[src/rtl/chess_clock_controls_if.sv]
// Chess clock control bundle: raw board buttons and timeout in,
// decoded game-control levels and load strobe out.
interface chess_clock_controls_if;
  logic       i_btn_a;
  logic       i_btn_b;
  logic       i_btn_set;
  logic       i_btn_up;
  logic       i_timeout;
  logic       o_sw_turn;
  logic [3:0] o_init_a;
  logic [3:0] o_init_b;
  logic       o_init_load;
  logic       o_run;
  logic [1:0] o_setup;

  modport master (
    output i_btn_a,
    output i_btn_b,
    output i_btn_set,
    output i_btn_up,
    output i_timeout,
    input  o_sw_turn,
    input  o_init_a,
    input  o_init_b,
    input  o_init_load,
    input  o_run,
    input  o_setup
  );

  modport slave (
    input  i_btn_a,
    input  i_btn_b,
    input  i_btn_set,
    input  i_btn_up,
    input  i_timeout,
    output o_sw_turn,
    output o_init_a,
    output o_init_b,
    output o_init_load,
    output o_run,
    output o_setup
  );
endinterface

[src/rtl/chess_clock_controls.sv]
// Chess clock front end: button sync/debounce and the
// game-control state machine driving the timekeeping block.
module chess_clock_controls #(
  parameter int p_debounce     = 500_000,
  parameter int p_init_max     = 9,
  parameter int p_init_default = 5
) (
  input logic             i_clk_50m,
  input logic             i_rst,
  chess_clock_controls_if.slave bus
);

  localparam int CW = $clog2(p_debounce + 1);

  // Button lanes: bit0 = A, bit1 = B, bit2 = set, bit3 = up
  localparam int BA = 0;
  localparam int BB = 1;
  localparam int BS = 2;
  localparam int BU = 3;

  typedef enum logic [2:0] {
    S_SETUP_A,
    S_SETUP_B,
    S_READY,
    S_RUN_A,
    S_RUN_B,
    S_OVER
  } state_t;

  logic [3:0]         raw;
  logic [3:0]         sync1_q;
  logic [3:0]         sync2_q;
  logic [3:0]         acc_q;
  logic [3:0]         acc_d;
  logic [3:0]         press_q;
  logic [3:0]         press_d;
  logic [3:0][CW-1:0] cnt_q;
  logic [3:0][CW-1:0] cnt_d;

  state_t     state_q;
  logic       turn_q;
  logic [3:0] init_a_q;
  logic [3:0] init_b_q;
  logic       load_q;
  logic       run_q;
  logic [1:0] setup_q;

  logic ev_a;
  logic ev_b;
  logic ev_set;
  logic ev_up;

  assign raw = {bus.i_btn_up, bus.i_btn_set,
                bus.i_btn_b, bus.i_btn_a};

  assign ev_a   = press_q[BA];
  assign ev_b   = press_q[BB];
  assign ev_set = press_q[BS];
  assign ev_up  = press_q[BU];

  function automatic logic [3:0] inc_init(
    input logic [3:0] v
  );
    if (v >= 4'(p_init_max)) return 4'd1;
    return v + 4'd1;
  endfunction

  // Two-flop synchronisers for the raw buttons
  always_ff @(posedge i_clk_50m or negedge i_rst) begin
    if (!i_rst) begin
      sync1_q <= '0;
      sync2_q <= '0;
    end else begin
      sync1_q <= raw;
      sync2_q <= sync1_q;
    end
  end

  // Debounce: count cycles of disagreement, accept after p_debounce
  always_comb begin
    cnt_d   = cnt_q;
    acc_d   = acc_q;
    press_d = '0;
    for (int i = 0; i < 4; i++) begin
      if (sync2_q[i] == acc_q[i]) begin
        cnt_d[i] = '0;
      end else if (cnt_q[i] == CW'(p_debounce)) begin
        cnt_d[i]   = '0;
        acc_d[i]   = sync2_q[i];
        press_d[i] = sync2_q[i];
      end else begin
        cnt_d[i] = cnt_q[i] + CW'(1);
      end
    end
  end

  // Debounce state and one-cycle press pulses
  always_ff @(posedge i_clk_50m or negedge i_rst) begin
    if (!i_rst) begin
      cnt_q   <= '0;
      acc_q   <= '0;
      press_q <= '0;
    end else begin
      cnt_q   <= cnt_d;
      acc_q   <= acc_d;
      press_q <= press_d;
    end
  end

  // Game-control FSM with registered decoded outputs
  always_ff @(posedge i_clk_50m or negedge i_rst) begin
    if (!i_rst) begin
      state_q  <= S_SETUP_A;
      turn_q   <= 1'b0;
      init_a_q <= 4'(p_init_default);
      init_b_q <= 4'(p_init_default);
      load_q   <= 1'b0;
      run_q    <= 1'b0;
      setup_q  <= 2'b01;
    end else begin
      load_q <= 1'b0;
      unique case (state_q)
        S_SETUP_A: begin
          if (ev_set) begin
            state_q <= S_SETUP_B;
            setup_q <= 2'b10;
          end else if (ev_up) begin
            init_a_q <= inc_init(init_a_q);
          end
        end
        S_SETUP_B: begin
          if (ev_set) begin
            state_q <= S_READY;
            setup_q <= 2'b00;
          end else if (ev_up) begin
            init_b_q <= inc_init(init_b_q);
          end
        end
        S_READY: begin
          if (ev_b) begin
            state_q <= S_RUN_A;
            run_q   <= 1'b1;
            turn_q  <= 1'b0;
            load_q  <= 1'b1;
          end else if (ev_set) begin
            state_q <= S_SETUP_A;
            setup_q <= 2'b01;
          end
        end
        S_RUN_A: begin
          if (bus.i_timeout) begin
            state_q <= S_OVER;
            run_q   <= 1'b0;
          end else if (ev_a) begin
            state_q <= S_RUN_B;
            turn_q  <= 1'b1;
          end
        end
        S_RUN_B: begin
          if (bus.i_timeout) begin
            state_q <= S_OVER;
            run_q   <= 1'b0;
          end else if (ev_b) begin
            state_q <= S_RUN_A;
            turn_q  <= 1'b0;
          end
        end
        S_OVER: begin
          if (ev_set) begin
            state_q <= S_SETUP_A;
            turn_q  <= 1'b0;
            setup_q <= 2'b01;
          end
        end
        default: begin
          state_q <= S_SETUP_A;
          turn_q  <= 1'b0;
          run_q   <= 1'b0;
          setup_q <= 2'b01;
        end
      endcase
    end
  end

  assign bus.o_sw_turn   = turn_q;
  assign bus.o_init_a    = init_a_q;
  assign bus.o_init_b    = init_b_q;
  assign bus.o_init_load = load_q;
  assign bus.o_run       = run_q;
  assign bus.o_setup     = setup_q;

endmodule

[src/flat_wrapper.sv]
// flat-port wrapper written by rule: the top's interface ports become plain ports
module chess_clock_controls_flat 
#(
  parameter int p_debounce     = 500_000,
  parameter int p_init_max     = 9,
  parameter int p_init_default = 5
)
  (i_clk_50m, i_rst, bus_i_btn_a, bus_i_btn_b, bus_i_btn_set, bus_i_btn_up, bus_i_timeout, bus_o_sw_turn, bus_o_init_a, bus_o_init_b, bus_o_init_load, bus_o_run, bus_o_setup);
  chess_clock_controls_if bus_i ();
  input logic i_clk_50m;
  input logic i_rst;
  input wire logic [$bits(bus_i.i_btn_a)-1:0] bus_i_btn_a;
  input wire logic [$bits(bus_i.i_btn_b)-1:0] bus_i_btn_b;
  input wire logic [$bits(bus_i.i_btn_set)-1:0] bus_i_btn_set;
  input wire logic [$bits(bus_i.i_btn_up)-1:0] bus_i_btn_up;
  input wire logic [$bits(bus_i.i_timeout)-1:0] bus_i_timeout;
  output wire logic [$bits(bus_i.o_sw_turn)-1:0] bus_o_sw_turn;
  output wire logic [$bits(bus_i.o_init_a)-1:0] bus_o_init_a;
  output wire logic [$bits(bus_i.o_init_b)-1:0] bus_o_init_b;
  output wire logic [$bits(bus_i.o_init_load)-1:0] bus_o_init_load;
  output wire logic [$bits(bus_i.o_run)-1:0] bus_o_run;
  output wire logic [$bits(bus_i.o_setup)-1:0] bus_o_setup;
  assign bus_i.i_btn_a = bus_i_btn_a;
  assign bus_i.i_btn_b = bus_i_btn_b;
  assign bus_i.i_btn_set = bus_i_btn_set;
  assign bus_i.i_btn_up = bus_i_btn_up;
  assign bus_i.i_timeout = bus_i_timeout;
  assign bus_o_sw_turn = bus_i.o_sw_turn;
  assign bus_o_init_a = bus_i.o_init_a;
  assign bus_o_init_b = bus_i.o_init_b;
  assign bus_o_init_load = bus_i.o_init_load;
  assign bus_o_run = bus_i.o_run;
  assign bus_o_setup = bus_i.o_setup;
  chess_clock_controls #(.p_debounce(p_debounce), .p_init_max(p_init_max), .p_init_default(p_init_default)) u_core (.i_clk_50m(i_clk_50m), .i_rst(i_rst), .bus(bus_i));
endmodule
[config.mk]
export PLATFORM = sky130hd
export DESIGN_NAME = chess_clock_controls_flat
export DESIGN_NICKNAME = d
export VERILOG_FILES = /design/src/rtl/chess_clock_controls_if.sv /design/src/rtl/chess_clock_controls.sv /design/src/flat_wrapper.sv
export SDC_FILE = /design/constraint.sdc
export NUM_CORES = 1
export LEC_CHECK = 0
export CORE_MARGIN = 2
export CORE_UTILIZATION = 63
export CTS_BUF_LIST = sky130_fd_sc_hd__clkbuf_8
export CTS_CLUSTER_DIAMETER = 100
export DETAILED_ROUTE_END_ITERATION = 10
export PLACE_DENSITY = 0.8
export SLEW_MARGIN = 20
export SYNTH_ARGS = -nofsm -noshare
export SYNTH_HDL_FRONTEND = slang
export SYNTH_SLANG_ARGS = --single-unit
export TNS_END_PERCENT = 20
[constraint.sdc]
create_clock -name i_clk_50m -period 2.6 [get_ports i_clk_50m]
set_clock_uncertainty 0.05 [all_clocks]
set_input_delay 0.52 -clock i_clk_50m [delete_from_list [all_inputs] [get_ports i_clk_50m]]
set_output_delay 0.52 -clock i_clk_50m [all_outputs]
set_load 0.01 [all_outputs]
==> results of run 1 <==
[final cells by class]
cell class                      count  area (µm²)  share of cell area [%]
Clock buffer                       10         138                    2.30
Clock inverter                      6        82.6                    1.38
Inverter                           26        97.6                    1.63
Multi-Input combinational cell    396        2570                    43.0
Sequential cell                   108        2710                    45.3
Tap cell                          105         131                    2.20
Timing Repair Buffer               26         253                    4.23
[cell usage in the layout, fill, tap and decap left out, types with 5 or more instances in the layout]
cell type	count
a21oi_1	26
ha_1	14
nand4_1	21
o21ai_0	16
clkdlybuf4s50_1	18
nor3_1	8
nor2b_1	5
o31ai_1	11
nand2_1	29
nor2_1	79
buf_4	7
nand3_1	29
dfstp_2	5
dfrtp_1	103
and3_1	8
clkbuf_8	10
nor4_1	11
nor4bb_1	5
xnor2_1	29
or4_1	11
inv_1	26
xor2_1	24
or3_1	6
[routing by layer]
| metal | GRT usage, % | vias up | share of wire, % |
|---|---|---|---|
| li1 | - | 1989 | - |
| met1 | 30.5 | 1999 | 46 |
| met2 | 36.6 | 91 | 49 |
| met3 | 4.99 | 11 | 4.1 |
| met4 | 5.20 | 0 | 0.83 |
| met5 | 0 | - | 0 |
[power groups by stage]
stage	Sequential, mW	Clock [mW]	Combinational [mW]
after floorplan	1.81	0	0.166
after global placement	1.84	0	0.241
after detailed placement	1.85	0	0.251
after CTS	1.82	1.11	0.252
after global routing	1.83	1.18	0.282
final	1.82	1.08	0.247
[Yosys cell counts (11+ instances only)]
cell type | n | share of area, %
a21oi_1 | 26 | 2.4
dfrtp_1 | 103 | 47
ha_1 | 14 | 3.2
inv_1 | 26 | 1.8
nand2_1 | 29 | 2.0
nand3_1 | 29 | 2.7
nand4_1 | 21 | 2.4
nor2_1 | 79 | 5.5
nor4_1 | 11 | 1.3
o21ai_0 | 16 | 1.5
o31ai_1 | 11 | 1.5
or4_1 | 11 | 1.5
xnor2_1 | 29 | 4.7
xor2_1 | 24 | 3.9
[kinds of logic (layout without fill, tap and decap cells)]
logic type | count (synthesis) | count (layout) | synth area share [%]
xor gates and xnor gates | 53 | 53 | 8.54
muxes | 4 | 4 | 0.898
adders and majority gates | 14 | 14 | 3.22
AOI/OAI and AO/OA | 80 | 80 | 10.4
buffers and inverters | 40 | 68 | 2.90
and+or+nand+nor | 245 | 245 | 24.2
DFF | 108 | 108 | 49.8
[critical path, stage by stage (launching register included)]
cell and delay (ns):
dfrtp_1 0.45, or4b_1 0.52, or4_4 0.45, o21ai_4 0.44, nor2_1 0.12
[registers in the layout, summed over array words and instances, names as in the netlist, 2 cells and up]
name / count
u_core.acc_q: 4
u_core.bus.o_init_a: 4
u_core.bus.o_init_b: 4
u_core.bus.o_setup: 2
u_core.cnt_q: 76
u_core.press_q: 4
u_core.state_q: 3
u_core.sync1_q: 4
u_core.sync2_q: 4
[worst min-delay path by stage]
stage                 startpoint                 to  slack [ns]  cells past startpoint
6_report                   i_rst   u_core.cnt_q[35]        0.07                      1
5_1_grt                    i_rst   u_core.cnt_q[36]        0.11                      1
4_1_cts                    i_rst   u_core.cnt_q[35]        0.08                      1
3_5_place_dp   u_core.sync1_q[1]  u_core.sync2_q[1]        0.29                      0
3_3_place_gp   u_core.sync1_q[0]  u_core.sync2_q[0]        0.28                      0
2_1_floorplan              i_rst    u_core.acc_q[0]        0.17                      0
==> impl_results.md, run 1 <==
* Post-Synthesis Cells at 544
* R2R Path End: u_core.cnt_q[71]
* DP Area at 5760 µm²
* Initial Util at 65.5%
* Inserted Clock Buffers at 9
* Pwr Total at 3.14 mW
* Root Buffer: clkbuf_8
* Ports at 20
* First DRT Iteration DRCs at 154
* Final period utilization at 82.6%
* MaxCap Viol Count at 0
* Synth warn at 0
* Nets at between 500 and 600
* Fillers at 604
* Port bufs at 19
* Mean Syn Cell Area at 9.99 µm²
* Die X at 96.9 µm
* Antenna Nets Post-Route at 0
* Yosys cell types at 62
* Least-Margin Pin Slew at about 0.55 ns
* Layout Cells excl Fill at 677
* Gp weighted congestion at 0.820
* Combinational fraction of design power at 7.8%
* H-tree depth at 3
* Post-synth EDFFs at 0
* RSZ-0062 raised after global routing: false
* DR pass1 iterations at 4
* Clock Pin Slew Worst Setup and Hold Paths at 0.10 ns
* Final wirelength at 9.85 mm
* TritonCTS clock tree: built
* Row count at 33
* Share of layout cells above drive strength 1 at 8.39%
* Number of inserted diodes at 0
* Antenna violations before repair at 0
* Rel. slew slack at 62.8%
* Primary FF master, synth: dfrtp_1
* VDD IR max at around 0.00027 V
* Global route overflow at 0
* Final hold vios at 0
* Clock Power Share at about a third
* Seq/Total Area, Yosys at 49.8%
* Crit path kind: flop to flop
* DPL Wire Length at 6.90 mm
* Post_cts resized at 0
* Max-slew violations at 0
* Total GRT Usage at approximately 22%
* Synthesized flop and latch total at 108
* Async set-reset flop share out of synthesis at 100%
* Sequential share of power at between 50 and 60%
* Post-Layout Inst Area at 5980 µm²
* Drc violations at 0
* Cells after DPL at 661
* Clock latency at the later pin of the worst-skew pair at 0.36 ns
* Fin crit period at 2.15 ns
* Setup TNS at 0 ns
* Global-route wire length before repair at ~18 mm
* Hold WS at between 0.06 and 0.07 ns
* Reg-to-Reg Start: u_core.cnt_q[60]
* Status: completed
* Area growth syn-to-layout at 10.0%
* Final number of setup-violating endpoints at 0
* # hold bufs at CTS at 0
* Crit start category: flop
* Place WS at 0.445 ns
* Worst path required time at 2.79 ns
* Peak Freq at 0.465 GHz
* Clock buffer depth at 2
* Die ar. at 9390 µm²
* Via count at 4090
* DR WL/cell at 14.5 µm
* Buffer count from post-CTS setup fixing at 0
* Reg2Reg Setup Slack at between 0.4 and 0.5 ns
* Syn_nets at ~570
* Final setup margin at 0.451 ns
* Worst endpoint data arrival time at about 2.3 ns
* Die height at 96.9 µm
* Core Region at 8300 µm²
* Critical path origin: u_core.cnt_q[60]
* Vias per cell at 6.04
* Worst-case reg-to-reg path depth at 4
* Power Internal at 2.33 mW
* Net Sw Frac at 25.8%
* Hold Path Class: input pin to asynchronous set/reset pin
* Layout Utilization at between 70% and 80%
* TritonCTS Sinks at 108
* Worst setup path end: u_core.cnt_q[71]
* NetSw at 810 µW
* Pwr dens at 526 nW/µm²
* Pin count of the biggest net entering global routing at 46
* Netlist Area Pre-Place at 5440 µm²
* Vias in the first global route at 3956
* Max FO, Critical Path at 18
* Pleak at 2.46 nW
* Crit. End Element: flop
Power figures use the tool's default switching activity.
==> run 2: changes to the inputs <==
--- a/config.mk
+++ b/config.mk
@@ -6,11 +6,11 @@
 export NUM_CORES = 1
 export LEC_CHECK = 0
 export CORE_MARGIN = 2
-export CORE_UTILIZATION = 63
+export CORE_UTILIZATION = 57
 export CTS_BUF_LIST = sky130_fd_sc_hd__clkbuf_8
 export CTS_CLUSTER_DIAMETER = 100
 export DETAILED_ROUTE_END_ITERATION = 10
-export PLACE_DENSITY = 0.8
+export PLACE_DENSITY = 0.76
 export SLEW_MARGIN = 20
 export SYNTH_ARGS = -nofsm -noshare
 export SYNTH_HDL_FRONTEND = slang
==> constraint.sdc (replaced) <==
create_clock -name i_clk_50m -period 1.87 [get_ports i_clk_50m]
set_clock_uncertainty 0.05 [all_clocks]
set_input_delay 0.374 -clock i_clk_50m [delete_from_list [all_inputs] [get_ports i_clk_50m]]
set_output_delay 0.374 -clock i_clk_50m [all_outputs]
set_load 0.01 [all_outputs]
==> impl_results.md, run 2 (synthesis gave the netlist of run 1 again) <==
* Status: complete, but fails checks (was completed)
* Failing checks: negative setup slack
* Max-slew violations at 0 (unchanged)
* Max reg flops at 76 (unchanged)
* Worst-case reg-to-reg path depth at 4 (unchanged)
* Antenna violations before repair at 0 (unchanged)
* DR WL/cell at 14.4 µm (was 14.5 µm)
* Pin count of the biggest net entering global routing at 35 (was 46)
* Met1 Wirelength at 4.96 mm (was 4.54 mm)
* Hold Path Class: flop to flop (was input pin to asynchronous set/reset pin)
* Met2 routed WL at 5.53 mm (was 4.82 mm)
* Drc violations at 0 (unchanged)
* CP peak stage delay at 0.52 ns (about the same)
* Hold Path Origin: u_core.sync1_q[2]
* CP Cell Sequence: or4b_1, or4_4, or2_4, mux2_4 (was or4b_1, or4_4, o21ai_4, nor2_1)
* Buf/Inv on CP at 0 (unchanged)
* Die height at 102 µm (was 96.9 µm)
* Pwr dens at 672 nW/µm² (was 526 nW/µm²)
* Die X at 102 µm (was 96.9 µm)
* Inserted Clock Buffers at 9 (unchanged)
* First DRT Iteration DRCs at 187 (was 154)
* Crit start category: flop (unchanged)
* Clock buffer depth at 2 (unchanged)
* Clock latency at the later pin of the worst-skew pair at 0.38 ns (was 0.36 ns)
* Vias per cell at 5.72 (was 6.04)
* Final number of setup-violating endpoints at 41 (was 0)
* Core Region at 9240 µm² (was 8300 µm²)
* MaxCap Viol Count at 0 (unchanged)
* Nets at 646 (was 588)
* Largest Register: u_core.cnt_q (unchanged)
* Port bufs at 19 (unchanged)
* Pleak at 2.79 nW (was 2.46 nW)
* Die ar. at 10300 µm² (was 9390 µm²)
* Area growth syn-to-layout at 21.1% (was 10.0%)
* H-tree depth at 3 (unchanged)
* Commonest non-fill, non-tap cell in the layout: dfrtp_1 (unchanged)
* Clock Pin Slew Worst Setup and Hold Paths at 0.11 ns (was 0.10 ns)
* VDD IR max at 0.000552 V (was 0.000273 V)
* Post-Layout Inst Area at 6580 µm² (was 5980 µm²)
* Critical path origin: u_core.cnt_q[63] (was u_core.cnt_q[60])
* Final hold vios at 0 (unchanged)
* Least-Margin Pin Slew at 0.484 ns (was 0.554 ns)
* Max FO, Critical Path at 3 (was 18)
* Antenna Nets Post-Route at 0 (unchanged)
* Place WS at -0.197 ns (was 0.445 ns)
* Setup TNS at -2.93 ns (was 0 ns)
* Peak Freq at 0.493 GHz (was 0.465 GHz)
* Row count at 35 (was 33)
* TritonCTS clock tree: built (unchanged)
* Fin crit period at 2.03 ns (was 2.15 ns)
* Global route overflow at 0 (unchanged)
* Root Buffer: clkbuf_8 (unchanged)
* Reg-to-Reg Start: u_core.cnt_q[63] (was u_core.cnt_q[60])
* Gp weighted congestion at 0.862 (was 0.820)
* Number of inserted diodes at 0 (unchanged)
* Crit path kind: flop to flop (unchanged)
* Slowest cell on crit path: or4b_1 (unchanged)
* Max layer used: met4 (unchanged)
* Final setup margin at -0.159 ns (was 0.451 ns)
* Commonest non-fill, non-tap cells in the layout: dfrtp_1 (103), nor2_1 (76), buf_4 (59) (was dfrtp_1 (103), nor2_1 (79), nand2_1 (29), xnor2_1 (29), nand3_1 (29))
* Vias in the first global route at 4233 (was 3956)
* Total GRT Usage at 22.7% (was 22.3%)
* Via count at 4340 (was 4090)
* Critical path depth in cells at 4 (unchanged)
* Pwr Total at 4.43 mW (was 3.14 mW)
* Final period utilization at 109% (was 82.6%)
* DP Area at 6190 µm² (was 5760 µm²)
* Share of layout cells above drive strength 1 at 19.7% (was 8.39%)
* Initial Util at 58.8% (was 65.5%)
* Global-route wire length before repair at 18.9 mm (was 17.7 mm)
* DR pass1 iterations at 4 (unchanged)
* Kind of cell adding the most delay to the critical path: simple AND/OR/NAND/NOR gates (unchanged)
* Worst path required time at 2.10 ns (was 2.79 ns)
* DPL Wire Length at 7.68 mm (was 6.90 mm)
* RSZ-0062 raised after global routing: true (was false)
* Final wirelength at 11.0 mm (was 9.85 mm)
* Rel. slew slack at 67.5% (was 62.8%)
* Crit. End Element: flop (unchanged)
* Hold path depth at 0
* WL met3 at 368 µm (was 403 µm)
* Worst endpoint data arrival time at 2.26 ns (was 2.34 ns)
* Ports at 20 (unchanged)
* TritonCTS Sinks at 108 (unchanged)
==> run 2: changes by cell type in the layout (fill, tap and decap cells not counted), sizes merged <==
cell / change
buf: +57
inv: +1
dlygate4sd3: +1
clkbuf: -1
clkinv: +1
clkinvlp: -1
clkdlybuf4s50: -5
dlygate4sd2: +5
==> run 2: routing by layer <==
layer | vias up | track usage, %
li1 | 2100 | -
met2 | 77 | 38.8
met4 | 0 | 6.03
met5 | - | 0
met3 | 9 | 6.28
met1 | 2154 | 28.5
==> run 2: worst paths after layout <==
kind	endpoint	slack, ns
worst max register to register	u_core.acc_q[3]	-0.16
min in group asynchronous	u_core.cnt_q[13]	0.38
worst min register to register	u_core.sync2_q[2]	0.31
worst max-delay path	u_core.acc_q[3]	-0.16
worst min-delay path	u_core.sync2_q[2]	0.31
max in group asynchronous	u_core.cnt_q[51]	0.80
==> run 2: cell type report <==
class,count,area [µm²]
sequential,108,2710
tap,129,161
multi-input combinational,396,2680
inverter,26,97.6
clock inverter,7,83.8
clock buffer,9,124
timing repair buffer,84,729
fill,683,2660
==> run 2: repair_timing <==
action                                 in CTS  in global routing
setup buffers                               6                  2
pin swaps                                   7                  8
gates cloned                                1                  0
setup endpoints to repair                  62                 73
hold buffers                                1                  0
endpoints found under the hold margin      16                  0
gates resized for setup                    15                 16
==> run 2: per-stage QoR <==
stage | hold WS, ns | instances | utilization [%]
6_report | 0.308 | 759 | 71.2
5_1_grt | 0.321 | 759 | 71.2
4_1_cts | 0.313 | 757 | 70.3
3_5_place_dp | 0.250 | 733 | 67.0
3_3_place_gp | 0.252 | 733 | 67.0
2_1_floorplan | 0.0284 | 544 | -
==> run 2: report_power, final <==
part / switching, mW / internal, mW / total [mW]
clock network: 0.845 / 0.645 / 1.49
registers: 0.0713 / 2.41 / 2.48
logic: 0.250 / 0.207 / 0.457
